File: src/rtl/ddr_gray_pkg.sv
// ---------------------------------------------------------------------------
// ddr_gray_pkg
// Shared helpers for the Gray-coded clock-crossing pointers.
//   PTR_MODE_WRITE / PTR_MODE_READ : pointer side selectors
//   GRAY_MAX_W                     : widest pointer the helpers handle
//   bin2gray / gray2bin            : width-generic conversions. Callers
//                                    zero-extend to GRAY_MAX_W and truncate
//                                    the result back to their own width.
//                                    Zero upper bits make this exact for any
//                                    width up to GRAY_MAX_W.
// ---------------------------------------------------------------------------
package ddr_gray_pkg;

    localparam int PTR_MODE_WRITE = 0;
    localparam int PTR_MODE_READ  = 1;
    localparam int GRAY_MAX_W     = 32;

    function automatic logic [GRAY_MAX_W-1:0] bin2gray(
        input logic [GRAY_MAX_W-1:0] bin
    );
        return bin ^ (bin >> 1);
    endfunction

    // Prefix XOR from the MSB down: each binary bit is the XOR of all Gray
    // bits at or above it.
    function automatic logic [GRAY_MAX_W-1:0] gray2bin(
        input logic [GRAY_MAX_W-1:0] gray
    );
        logic [GRAY_MAX_W-1:0] bin;
        bin[GRAY_MAX_W-1] = gray[GRAY_MAX_W-1];
        for (int i = GRAY_MAX_W - 2; i >= 0; i--) begin
            bin[i] = bin[i+1] ^ gray[i];
        end
        return bin;
    endfunction

endpackage

File: src/rtl/ddr_gray_sync.sv
// ---------------------------------------------------------------------------
// ddr_gray_sync
// Multi-flop synchronizer chain for a Gray-coded (single-bit-change) bus.
// Parameters:
//   WIDTH  : bus width
//   STAGES : flop stages, >= 2
// Ports:
//   Clk      in            destination clock
//   Rst      in            asynchronous active-high reset, chain clears to 0
//   Data_in  in  [WIDTH]   unsynchronized source-domain bus
//   Data_out out [WIDTH]   synchronized bus, STAGES Clk edges later
// ---------------------------------------------------------------------------
module ddr_gray_sync #(
    parameter int WIDTH  = 5,
    parameter int STAGES = 2
) (
    input  logic             Clk,
    input  logic             Rst,
    input  logic [WIDTH-1:0] Data_in,
    output logic [WIDTH-1:0] Data_out
);

    logic [STAGES-1:0][WIDTH-1:0] r_chain;

    always_ff @(posedge Clk or posedge Rst) begin
        if (Rst) begin
            r_chain <= '0;
        end else begin
            r_chain <= {r_chain[STAGES-2:0], Data_in};
        end
    end

    assign Data_out = r_chain[STAGES-1];

endmodule

File: src/rtl/ddr_gray_pointer.sv
// ---------------------------------------------------------------------------
// ddr_gray_pointer
// Gray-coded async-FIFO pointer with wrap bit, remote-pointer synchronizer
// and registered full (write side) or empty (read side) flag.
// Optional macro DDR_GRAY_PTR_LEVEL_EN adds fill level and almost flag.
// Parameters:
//   ADDR_WIDTH    : FIFO address bits, depth = 2**ADDR_WIDTH, >= 2
//   SYNC_STAGES   : remote-pointer synchronizer depth, >= 2
//   PTR_MODE      : 0 = write side (flag = full), 1 = read side (flag = empty)
//   ALMOST_THRESH : almost-flag margin (level build only)
// Ports:
//   Clk           in         sole clock
//   Rst           in         asynchronous active-high reset
//   Clear_in      in         synchronous pointer clear, beats Inc_in
//   Inc_in        in         request to advance the pointer
//   RemoteGray_in in  [A+1]  opposite-domain Gray pointer, unsynchronized
//   Ack_out       out        combinational, increment accepted this cycle
//   GrayPtr_out   out [A+1]  registered Gray pointer to the other domain
//   BinPtr_out    out [A+1]  registered binary pointer
//   Addr_out      out [A]    RAM address
//   Flag_out      out        registered full / empty
//   Level_out     out [A+1]  fill level (macro only)
//   Almost_out    out        almost-full / almost-empty (macro only)
// ---------------------------------------------------------------------------
module ddr_gray_pointer
    import ddr_gray_pkg::*;
#(
    parameter int ADDR_WIDTH    = 4,
    parameter int SYNC_STAGES   = 2,
    parameter int PTR_MODE      = 0,
    parameter int ALMOST_THRESH = 2
) (
    input  logic                  Clk,
    input  logic                  Rst,
    input  logic                  Clear_in,
    input  logic                  Inc_in,
    input  logic [ADDR_WIDTH:0]   RemoteGray_in,
    output logic                  Ack_out,
    output logic [ADDR_WIDTH:0]   GrayPtr_out,
    output logic [ADDR_WIDTH:0]   BinPtr_out,
    output logic [ADDR_WIDTH-1:0] Addr_out,
    output logic                  Flag_out
`ifdef DDR_GRAY_PTR_LEVEL_EN
    ,
    output logic [ADDR_WIDTH:0]   Level_out,
    output logic                  Almost_out
`endif
);

    localparam int   PW       = ADDR_WIDTH + 1;
    localparam bit   IS_READ  = (PTR_MODE == PTR_MODE_READ);
    // Read side idles empty, write side idles not-full.
    localparam logic FLAG_RST = IS_READ;

    if (ADDR_WIDTH < 2 || SYNC_STAGES < 2 ||
        (PTR_MODE != PTR_MODE_WRITE && PTR_MODE != PTR_MODE_READ) ||
        ALMOST_THRESH < 0 || ALMOST_THRESH > (1 << ADDR_WIDTH)) begin : g_bad_params
        $error("ddr_gray_pointer: illegal parameter combination");
    end

    logic [PW-1:0] r_bin;
    logic [PW-1:0] r_gray;
    logic          r_flag;
    logic [PW-1:0] w_rsync;
    logic [PW-1:0] w_bin_next;
    logic [PW-1:0] w_gray_next;
    logic [PW-1:0] w_full_match;
    logic          w_ack;
    logic          w_flag_next;

    ddr_gray_sync #(
        .WIDTH  (PW),
        .STAGES (SYNC_STAGES)
    ) u_sync (
        .Clk      (Clk),
        .Rst      (Rst),
        .Data_in  (RemoteGray_in),
        .Data_out (w_rsync)
    );

    assign w_ack       = Inc_in & ~r_flag & ~Clear_in;
    assign w_bin_next  = r_bin + {{(PW-1){1'b0}}, w_ack};
    assign w_gray_next = PW'(bin2gray(GRAY_MAX_W'(w_bin_next)));

    // Full when the local pointer is exactly one lap ahead of the remote one:
    // in Gray code that is the remote value with its top two bits inverted.
    assign w_full_match = {~w_rsync[ADDR_WIDTH -: 2], w_rsync[ADDR_WIDTH-2:0]};

    // Flags compare the next local pointer against the current synchronized
    // remote pointer, so a local increment shows up on the same edge while
    // remote movement is only ever seen late (conservative).
    assign w_flag_next = IS_READ ? (w_gray_next == w_rsync)
                                 : (w_gray_next == w_full_match);

    always_ff @(posedge Clk or posedge Rst) begin
        if (Rst) begin
            r_bin  <= '0;
            r_gray <= '0;
            r_flag <= FLAG_RST;
        end else if (Clear_in) begin
            r_bin  <= '0;
            r_gray <= '0;
            r_flag <= FLAG_RST;
        end else begin
            r_bin  <= w_bin_next;
            r_gray <= w_gray_next;
            r_flag <= w_flag_next;
        end
    end

    assign Ack_out     = w_ack;
    assign GrayPtr_out = r_gray;
    assign BinPtr_out  = r_bin;
    assign Addr_out    = r_bin[ADDR_WIDTH-1:0];
    assign Flag_out    = r_flag;

`ifdef DDR_GRAY_PTR_LEVEL_EN
    localparam logic [PW-1:0] FULL_THR  = PW'((1 << ADDR_WIDTH) - ALMOST_THRESH);
    localparam logic [PW-1:0] EMPTY_THR = PW'(ALMOST_THRESH);
    localparam logic          ALM_RST   = IS_READ;

    logic [PW-1:0] w_rbin;
    logic [PW-1:0] w_level_next;
    logic          w_almost_next;
    logic [PW-1:0] r_level;
    logic          r_almost;

    assign w_rbin = PW'(gray2bin(GRAY_MAX_W'(w_rsync)));

    // Modulo-2^PW subtraction gives the occupancy directly thanks to the
    // wrap bit; the result never exceeds the depth.
    assign w_level_next  = IS_READ ? (w_rbin - w_bin_next) : (w_bin_next - w_rbin);
    assign w_almost_next = IS_READ ? (w_level_next <= EMPTY_THR)
                                   : (w_level_next >= FULL_THR);

    always_ff @(posedge Clk or posedge Rst) begin
        if (Rst) begin
            r_level  <= '0;
            r_almost <= ALM_RST;
        end else if (Clear_in) begin
            r_level  <= '0;
            r_almost <= ALM_RST;
        end else begin
            r_level  <= w_level_next;
            r_almost <= w_almost_next;
        end
    end

    assign Level_out  = r_level;
    assign Almost_out = r_almost;
`endif

endmodule

File: config.mk
export PLATFORM = sky130hd
export DESIGN_NAME = ddr_gray_pointer
export DESIGN_NICKNAME = d
export VERILOG_FILES = /design/src/rtl/ddr_gray_pkg.sv /design/src/rtl/ddr_gray_sync.sv /design/src/rtl/ddr_gray_pointer.sv
export SDC_FILE = /design/constraint.sdc
export NUM_CORES = 1
export LEC_CHECK = 0
export BUFFER_PORTS_ARGS = -buffer_cell sky130_fd_sc_hd__buf_2
export CELL_PAD_IN_SITES_DETAIL_PLACEMENT = 1
export CELL_PAD_IN_SITES_GLOBAL_PLACEMENT = 1
export CORE_ASPECT_RATIO = 1.2
export CORE_UTILIZATION = 40
export DETAILED_ROUTE_END_ITERATION = 12
export GPL_ROUTABILITY_DRIVEN = 0
export PLACE_DENSITY_LB_ADDON = 0.1
export SLEW_MARGIN = 5
export SYNTH_ARGS = -nofsm -noshare
export SYNTH_HDL_FRONTEND = slang
export SYNTH_SLANG_ARGS = --single-unit
export TNS_END_PERCENT = 30
File: constraint.sdc
create_clock -name Clk -period 3.3 [get_ports Clk]
set_input_delay 0.165 -clock Clk [delete_from_list [all_inputs] [get_ports Clk]]
set_output_delay 0.165 -clock Clk [all_outputs]
set_load 0.1 [all_outputs]
==> run metrics, run 1 <==
R2R Path End Flag_out; multiplexer share of the synthesized area 0%; FILL cells 213; crit path launch type flip-flop; IO Port Bufs 24; syn_area_per_cell 12.2 sq um; r2r startpoint Flag_out; slowest stage cell on the critical path dfrtp_4; worst endpoint required time 3.48 ns; Post-Route Skew 0.00492 ns; Clock Root Buffer clkbuf_4; Leakage 0.533 nW; WHS Path Cells 2; post-layout minimum cycle time 2.40 ns; Synth Area in Compound Gates 6.96%; post-synthesis simple-gate area fraction 10.4%; HP Start Clear_in; r2r setup slk 0.90 ns; area leader, netlist dfrtp_1; crit-path cells nor3b_4 > ha_2 > ha_2 > nand3_1 > xor2_1 > nand2_1 > or3_1 > a2111oi_2; All-Layer GR Usage 16.7%; Rel. slew slack 50.3%; critical path type flip-flop to flip-flop; Reg area 504 sq um; Bufs and invs on worst path 0; chip height 51.8 um; core box area 0.00189 sq mm; Area Overhead vs Synth 28.4%; die footprint 0.00225 sq mm; initial antenna violation count 0; maxcap violations 0; Worst-Skew Late Latency 0.29 ns; synthesis warning total 0; Synth top area share 60.5%; Hold Crit Endpoint Flag_out; Distinct cells, synth 20; drt pass-1 iters 7; IO Pins 25; Worst path depth 8; DRC errors left 4; Slew Limit Fails 0; failing checks design-rule violations; FF+latch count, synth 20; Fin. Hold Viols 0; initial DRC count 5; largest net degree at the start of global routing 21; setup TNS 0 ns; Worst Setup End Kind flip-flop; Setup-failing EPs final 0; final WL 1.52 mm; Via-to-Cell Ratio 4.94; mapped cell area 827 sq um; RSZ-0062 raised after global routing no; Seq/Total Area, Yosys 60.5%; clock transition at the registers of the reported paths 0.11 ns; via count 568; # diodes 0; worst-margin pin slew 0.744 ns; CTS buffer count 3; Max Fclk 416 MHz; GR Overflow Total 0; H-tree levels 1; post-synthesis adder-cell area fraction 3.03%; outcome finished with violations; hpwl dp 1.07 mm; vias in the first global route 588; WL per Instance 13.2 um; clk sink count 20; Pwr Total 545 uW; first-pass GRT wire length 2.62 mm; Register-to-Register Path Depth 8; CP top delay family simple AND/OR/NAND/NOR gates; multi-input combinational cell area 290 sq um; Worst path most repeated cell ha_2; Synthesized Nets 79; DRT antenna net count 0; # resized after CTS 0; share of post-route cells with drive strength above 1 35.4%; Hold Path Class input port to flip-flop; synth top area cells dfrtp_1 61%, xnor2_1 6.4%, xor2_1 6.4%, buf_4 4.5%, nor2_1 3.2%; xor and xnor area share after synthesis 12.7%; Critical Path AT 2.59 ns; CTS tree yes; Mapped Cells 68; crit path max fanout 5; # nets final 108; Final period util 72.9%; Rows 17; starting density of the core 43.7%; clk buf depth 2; VDD IR-drop max 0.438 mV; crit-path max cell delay 0.51 ns; die width 43.5 um; main combinational cell family by area after synthesis XOR/XNOR gates; Pwr Density 513 mW/mm^2
registers in the layout, indices dropped and copies added (netlist names):
register and count:
BinPtr_out 5, u_sync.Data_out 5, u_sync.r_chain 5, GrayPtr_out 4, Flag_out 1
stage by stage:
stage	utilization, %	hold WS [ns]	setup WS [ns]	instance area (sq um)	cells
global route	56.1	0.201	0.701	1060	115
CTS	56.1	0.187	0.876	1060	115
detailed placement	50.2	0.275	0.902	950	105
finish	56.1	0.194	0.895	1060	115
floorplan	-	0.129	0.00317	847	68
global placement	50.2	0.273	1.00	950	105
metal layers:
metal,global-route usage (%),part of all wire (%),vias to the layer above
li1,-,-,271
met1,18.4,42,276
met2,29.8,53,19
met3,3.13,3.7,2
met4,9.38,1.1,0
met5,0,0,-
worst max path at each step:
| stage | from | endpoint |
|---|---|---|
| after floorplan | Flag_out | Flag_out |
| after global placement | Flag_out | Flag_out |
| after detailed placement | Flag_out | Flag_out |
| after CTS | Flag_out | Flag_out |
| after global routing | Flag_out | Flag_out |
| final | Flag_out | Flag_out |
cell usage after synthesis:
cell type   n
a2111oi_2   1
ha_1        2
buf_4       5
and3_1      1
or3_1       1
o21ai_0     1
nor2_1      7
nand3_1     2
inv_1       3
clkbuf_1    1
o2111ai_2   1
a21boi_0    1
nor3b_1     1
xnor2_1     6
dfrtp_1    20
a21oi_1     2
o21ai_1     1
nor2b_1     3
nand2_1     3
xor2_1      6
cell usage in the layout (no fill, tap or decap), drive strengths merged:
master,n
o2111ai,1
ha,2
a21boi,1
a21oi,2
xor2,6
nor2b,3
o21ai,2
or3,1
buf,24
inv,3
dlygate4sd3,6
nand2,3
dfrtp,20
clkbuf,3
nand3,2
xnor2,6
nor3b,1
a2111oi,1
nor2,7
and3,1
bufinv,1
layout make-up:
class	instances	area share, %
well taps	19	2.24
inverters	3	1.06
clock inverters	1	2.83
clock buffers	3	2.12
flip-flops and latches	20	47.5
repair buffers	30	17.0
multi-input cells	39	27.3
timing repair:
action | 4_1_cts | 5_1_grt
setup endpoints to repair | 0 | 0
hold buffers | 6 | 0
buffers inserted | 0 | 0
hold endpoints to repair | 25 | 0
power by group:
part | internal [mW] | switching [mW] | total (mW)
registers | 0.255 | 0.00440 | 0.259
logic | 0.0230 | 0.0669 | 0.0899
clock network | 0.123 | 0.0729 | 0.196
logic make-up (layout without fill, tap and decap cells):
group | Yosys count | count (layout)
compound gates | 7 | 7
xor+xnor | 12 | 12
fa+ha+maj | 2 | 2
buf+inv | 9 | 37
flops | 20 | 20
simple gates | 18 | 18
worst register-to-register path, cell delays in order (launching register included):
cell       delay [ns]
dfrtp_4          0.51
nor3b_4          0.20
ha_2             0.26
ha_2             0.26
nand3_1          0.16
xor2_1           0.20
nand2_1          0.08
or3_1            0.33
a2111oi_2        0.31
(Power assumes the default switching activity.)
==> run 2, diff against run 1 <==
--- a/config.mk
+++ b/config.mk
@@ -5,11 +5,12 @@
 export SDC_FILE = /design/constraint.sdc
 export NUM_CORES = 1
 export LEC_CHECK = 0
+export ABC_AREA = 1
 export BUFFER_PORTS_ARGS = -buffer_cell sky130_fd_sc_hd__buf_2
 export CELL_PAD_IN_SITES_DETAIL_PLACEMENT = 1
 export CELL_PAD_IN_SITES_GLOBAL_PLACEMENT = 1
 export CORE_ASPECT_RATIO = 1.2
-export CORE_UTILIZATION = 40
+export CORE_UTILIZATION = 33
 export DETAILED_ROUTE_END_ITERATION = 12
 export GPL_ROUTABILITY_DRIVEN = 0
 export PLACE_DENSITY_LB_ADDON = 0.1
==> constraint.sdc (replaced) <==
create_clock -name Clk -period 2.02 [get_ports Clk]
set_input_delay 0.101 -clock Clk [delete_from_list [all_inputs] [get_ports Clk]]
set_output_delay 0.101 -clock Clk [all_outputs]
set_load 0.1 [all_outputs]
==> run 2 against run 1 <==
Against the previous run:
- sequential power rose by 64%
- the flow now finishes without violations
- clock skew fell by 0.0016 ns
- via count rose by 29%
- synthesized cell count rose by 41%
- largest cell class unchanged
- critical path depth rose by 4
==> run metrics, run 2 <==
Via-to-Cell Ratio 4.54 (-8.1%); post-layout minimum cycle time 1.90 ns (-0.501 ns); WL per Instance 11.4 um (-14%); critical path type flip-flop to flip-flop; # nets final 140 (+30%); syn_area_per_cell 9.03 sq um (-26%); crit path launch type flip-flop; VDD IR-drop max 0.439 mV (+0.27%); Slew Limit Fails 0 (unchanged); IO Port Bufs 24 (unchanged); Post-Route Skew 0.00335 ns (-0.00158 ns); clk buf depth 2 (unchanged); die footprint 0.00284 sq mm (+26%); DRC errors left 0 (-4); top_reg_cell synth dfrtp_1; Rows 20 (+3); CTS buffer count 3 (unchanged); clk sink count 20 (unchanged); chip height 58.2 um (+12%); GR Overflow Total 0 (unchanged); IO Pins 25 (unchanged); r2r setup slk 0.12 ns (-0.78 ns); worst-margin pin slew 0.720 ns (-0.0244 ns); vias in the first global route 738 (+26%); Rel. slew slack 52.0% (+1.6 points); Leakage 0.628 nW (+18%); Worst-Skew Late Latency 0.29 ns (about the same); Synthesized Nets 107 (+35%); die width 48.8 um (+12%); H-tree levels 1 (unchanged); crit path max fanout 5 (unchanged); area leader, netlist dfrtp_1; GRT busiest layer met2; HP Start Clear_in; Final period util 94.2% (+21 points); first-pass GRT wire length 3.18 mm (+22%); Post-DP Area 0.00104 sq mm (+9.2%); FF+latch count, synth 20 (unchanged); Hold Path Class input port to flip-flop; CTS tree yes; worst endpoint required time 2.24 ns (-1.24 ns); Clock Root Buffer clkbuf_4; Critical Path AT 2.12 ns (-0.47 ns); asr flop ratio synth 100% (unchanged); initial DRC count 6 (+1); commonest cells after routing, fill and taps aside 24 x buf_2, 19 x dfrtp_1, 17 x nand2_1, 11 x inv_1, 11 x nand3_1; r2r startpoint Flag_out; M3 GR Usage 1.57% (-1.6 points); synthesis warning total 0 (unchanged); drt pass-1 iters 3 (-4); Synth top area share 57.7% (-2.8 points); Seq/Total Area, Yosys 57.7% (-2.8 points); count leader, synth nand2_1; number of synthesized flops with an enable pin 0 (unchanged); core box area 0.00250 sq mm (+32%); synth top area cells dfrtp_1 58%, nand2_1 9.5%, nand3_1 7.5%, inv_1 5.6%, buf_4 4.3%; Worst Setup End Kind flip-flop; Distinct cells, synth 13 (-35%); share of post-route cells with drive strength above 1 38.3% (+2.9 points); Area Overhead vs Synth 36.8%; largest net degree at the start of global routing 21 (unchanged); initial antenna violation count 0 (unchanged); All-Layer GR Usage 15.2% (-1.5 points); Post-synth top cells 22 x nand2_1, 20 x dfrtp_1, 13 x inv_1, 13 x nand3_1, 8 x nor2_1; clock transition at the registers of the reported paths 0.11 ns (about the same); hpwl dp 1.42 mm (+33%); Pwr Density 687 mW/mm^2 (+34%); Mapped Cells 96 (+41%); commonest non-fill, non-tap cell in the layout buf_2; maxcap violations 0 (unchanged); crit path from Flag_out; Pwr Total 814 uW (+49%); mapped cell area 867 sq um (+4.8%); outcome complete, no violations; met2 usage 29.0% (-0.83 points); starting density of the core 34.7% (-9.0 points); via count 731 (+29%); post-route cell area 0.00119 sq mm (+12%); final WL 1.83 mm (+20%); GR Layer Usage met1 16.6% (-1.8 points); Setup-failing EPs final 0 (unchanged); DRT antenna net count 0 (unchanged); Fin. Hold Viols 0 (unchanged); Max Fclk 525 MHz (+26%); # diodes 0 (unchanged)
[run 2: cell types whose count changed in the layout (fill, tap and decap cells not counted), moves of 3 or more]
cell,delta
xor2_1,-6
inv_1,+8
nand2_1,+14
nand3_1,+9
nor2b_1,-3
buf_4,+4
xnor2_1,-6
nand2_2,+7
[run 2: cell type report]
cell class	instances	area, sq um
Sequential cell	20	504
Timing Repair Buffer	34	210
Tap cell	33	41.3
Fill cell	304	1320
Multi-Input combinational cell	57	343
Clock buffer	4	36.3
Inverter	13	51.3
[run 2: power by group]
| group | internal, mW | total (mW) | switching, mW |
|---|---|---|---|
| Clock | 0.110 | 0.221 | 0.111 |
| Sequential | 0.416 | 0.425 | 0.00867 |
| Combinational | 0.0489 | 0.169 | 0.120 |
| Total | 0.575 | 0.814 | 0.240 |
[run 2: worst max-delay path, stage by stage (launching register included)]
cell	delay (ns)
dfrtp_4	0.50
nor3b_4	0.24
ha_4	0.19
ha_4	0.22
inv_4	0.08
nand2_2	0.06
nand3_2	0.07
nand2_2	0.05
nor2_1	0.11
nand2_1	0.06
nor2_1	0.08
nand2_1	0.07
nor2_2	0.12
[run 2: final timing paths]
path                                 endpoint  cells after the start
hold reg to reg            u_sync.Data_out[3]                      0
min in group asynchronous   u_sync.r_chain[1]                      3
hold / removal                  BinPtr_out[2]                      3
max in group asynchronous            Flag_out                      3
setup reg to reg                     Flag_out                     12
setup / recovery                     Flag_out                     12
[run 2: kinds of logic (layout without fill, tap and decap cells)]
| family | count (synthesis) | in the layout | synth area share (%) |
|---|---|---|---|
| compound gates | 4 | 4 | 2.31 |
| simple gates | 51 | 51 | 26.7 |
| fa+ha+maj | 2 | 2 | 2.89 |
| flops | 20 | 20 | 57.7 |
| buf+inv | 19 | 51 | 10.4 |
[run 2: routing by layer]
layer | wire (um) | vias up
met1 | 754 | 347
met2 | 972 | 20
met5 | 0 | -
li1 | - | 360
met3 | 69 | 4
met4 | 34 | 0
[run 2: timing repair]
item                       CTS  global route
hold buffers                 6             0
setup endpoints to repair    0             1
resized for setup            0             7
setup buffers                0             3
hold endpoints to repair    25             0
[run 2: metrics by stage]
| step | hold WS [ns] | setup WS, ns | std cells | util (%) | setup TNS [ns] |
|---|---|---|---|---|---|
| floorplan | 0.0649 | -0.725 | 96 | - | -4.73 |
| global placement | 0.208 | 0.121 | 148 | 41.4 | 0 |
| detailed placement | 0.210 | 0.101 | 148 | 41.4 | 0 |
| CTS | 0.202 | 0.0684 | 158 | 45.3 | 0 |
| global route | 0.226 | -0.0259 | 161 | 47.4 | -0.0259 |
| finish | 0.216 | 0.116 | 161 | 47.4 | 0 |
==> run 3, diff against run 2 <==
--- a/config.mk
+++ b/config.mk
@@ -17,5 +17,6 @@
 export SLEW_MARGIN = 5
 export SYNTH_ARGS = -nofsm -noshare
 export SYNTH_HDL_FRONTEND = slang
+export SYNTH_HIERARCHICAL = 1
 export SYNTH_SLANG_ARGS = --single-unit
 export TNS_END_PERCENT = 30
==> run 3 against run 2 <==
Against the previous run:
- sequential share of layout area up 1.7 points
- via count is 3.4% lower
- highest routed layer unchanged
- sequential power about the same
- largest power group unchanged
==> run metrics, run 3 <==
GR Layer Usage met1 16.4% (-0.16 points); Rows 20 (unchanged); Area Overhead vs Synth 25.5%; met2 usage 27.6% (-1.4 points); Leakage 0.606 nW (-3.4%); IO Pins 25 (unchanged); asr flop ratio synth 100% (unchanged); maxcap violations 0 (unchanged); DRC errors left 0 (unchanged); Distinct cells, synth 13 (unchanged); WL per Instance 11.7 um (+2.6%); initial DRC count 7 (+1); Bufs and invs on worst path 2 (+1); via count 706 (-3.4%); CTS buffer count 3 (unchanged); top_reg_cell synth dfrtp_1; commonest non-fill, non-tap cell in the layout buf_2; CTS tree yes; first-pass GRT wire length 3.15 mm (-1.1%); die width 49.9 um (+2.3%); starting density of the core 35.2% (+0.59 points); Slew Limit Fails 0 (unchanged); final WL 1.84 mm (+0.66%); commonest cells after routing, fill and taps aside 24 x buf_2, 19 x dfrtp_1, 18 x nand2_1, 12 x inv_1, 12 x nand3_1; count leader, synth nand2_1; DRT antenna net count 0 (unchanged); setup TNS 0 ns (unchanged); crit-path max cell delay 0.50 ns (about the same); clk sink count 20 (unchanged); Pwr Density 679 mW/mm^2 (-1.1%); Worst-Skew Late Latency 0.29 ns (about the same); critical path type flip-flop to flip-flop; Synth top area share 55.1% (-2.6 points); worst endpoint required time 2.22 ns (-0.02 ns); Final period util 92.0% (-2.2 points); crit path launch type flip-flop; GRT busiest layer met2; Post-Route Skew 0.00704 ns (+0.00370 ns); RSZ-0062 raised after global routing yes; chip height 59.5 um (+2.3%); setup bufs post-CTS 0 (unchanged); GR Overflow Total 0 (unchanged); largest net degree at the start of global routing 12 (-43%); Mapped Cells 102 (+6.3%); number of synthesized flops with an enable pin 0 (unchanged); slowest stage cell on the critical path dfrtp_4; Post-synth top cells 22 x nand2_1, 20 x dfrtp_1, 14 x inv_1, 13 x nand3_1, 10 x buf_4; Fin. Hold Viols 0 (unchanged); Setup-failing EPs final 0 (unchanged); syn_area_per_cell 8.91 sq um (-1.4%); mapped cell area 908 sq um (+4.8%); Clock Root Buffer clkbuf_4; # diodes 0 (unchanged); Via-to-Cell Ratio 4.47 (-1.6%); Seq/Total Area, Yosys 55.1% (-2.6 points); clock transition at the registers of the reported paths 0.11 ns (about the same); Max Fclk 538 MHz (+2.4%); drt pass-1 iters 2 (-1); IO Port Bufs 24 (unchanged); All-Layer GR Usage 14.9% (-0.29 points); Hold Path Class input port to flip-flop; Rel. slew slack 67.2% (+15 points); initial antenna violation count 0 (unchanged); # nets final 137 (-2.1%); Worst Setup End Kind flip-flop; post-route cell area 0.00114 sq mm (-3.9%); FF+latch count, synth 20 (unchanged); synthesis warning total 6 (+6); area leader, netlist dfrtp_1; synth top area cells dfrtp_1 55%, nand2_1 9.1%, buf_4 8.3%, nand3_1 7.2%, inv_1 5.8%; post-layout minimum cycle time 1.86 ns (-0.0444 ns); vias in the first global route 717 (-2.8%); die footprint 0.00297 sq mm (+4.6%); clk buf depth 2 (unchanged); share of post-route cells with drive strength above 1 32.8% (-5.5 points); worst-margin pin slew 0.495 ns (-0.225 ns); VDD IR-drop max 0.426 mV (-2.9%); outcome complete, no violations; Post-DP Area 0.00103 sq mm (-0.36%); Critical Path AT 2.06 ns (-0.06 ns); Synthesized Nets 113 (+5.6%); M3 GR Usage 2.31% (+0.73 points); crit path max fanout 6 (+1); core box area 0.00258 sq mm (+3.0%); CP top delay family simple AND/OR/NAND/NOR gates; crit-path cells nor3b_4 > ha_4 > ha_4 > inv_1 > nand2_2 > nand2_4 > inv_2 > nand3_1 > nand3b_1 > nand2_1 > nand2_1 > nor2_1; hpwl dp 1.46 mm (+2.9%); H-tree levels 1 (unchanged)
run 3: power by group:
group	switching [mW]	internal, mW
Sequential	0.00886	0.416
Combinational	0.116	0.0423
Clock	0.114	0.0768
Total	0.239	0.535
run 3: repair_timing:
action | 4_1_cts | 5_1_grt
endpoints found under the hold margin | 25 | 0
setup endpoints to repair | 0 | 1
gates resized for setup | 0 | 4
hold buffers | 6 | 0
run 3: final cells by class:
class | count | area, sq um
repair buffers | 30 | 180
inverters | 14 | 55.1
multi-input cells | 57 | 333
clock buffers | 4 | 26.3
fillers | 315 | 1440
well taps | 33 | 41.3
flip-flops and latches | 20 | 504
run 3: path summary, 6_finish.rpt:
check	start	depth (start not counted)	end	slack (ns)
worst max-delay path	Flag_out	12	Flag_out	0.16
worst min-delay path	Clear_in	2	GrayPtr_out[0]	0.13
worst max register to register	Flag_out	12	Flag_out	0.16
worst min register to register	u_sync/r_chain[4]	0	u_sync/Data_out[4]	0.36
max in group asynchronous	Rst	3	Flag_out	1.37
min in group asynchronous	Rst	3	u_sync/Data_out[3]	0.31
run 3: cell families after synthesis:
group / count (synthesis) / share of synthesized area, %
buf+inv: 25 / 14.5
simple gates: 51 / 25.5
flops: 20 / 55.1
fa+ha+maj: 2 / 2.75
compound gates: 4 / 2.20
run 3: through the flow:
| stage | setup WS, ns | hold slack, ns | util (%) | cells | total power [mW] |
|---|---|---|---|---|---|
| final | 0.161 | 0.131 | 44.2 | 158 | 0.774 |
| after global placement | 0.199 | 0.0950 | 40.1 | 148 | 0.576 |
| after global routing | -0.00161 | 0.122 | 44.2 | 158 | 0.816 |
| after CTS | 0.0934 | 0.128 | 43.4 | 158 | 0.779 |
| after detailed placement | 0.139 | 0.102 | 40.1 | 148 | 0.579 |
| after floorplan | -0.725 | -0.0588 | - | 102 | 0.558 |
run 3: routing by layer:
layer / share of wire [%] / wire length (um)
met2: 53 / 972
met1: 43 / 788
met4: 0.98 / 18
met5: 0 / 0
met3: 3.4 / 62
run 3: worst reg2reg max path: cells and delay by family (launching register included):
| family | cells | cell delay, ns |
|---|---|---|
| simple gates | 8 | 0.81 |
| flops | 1 | 0.50 |
| fa+ha+maj | 2 | 0.34 |
| buf+inv | 2 | 0.12 |
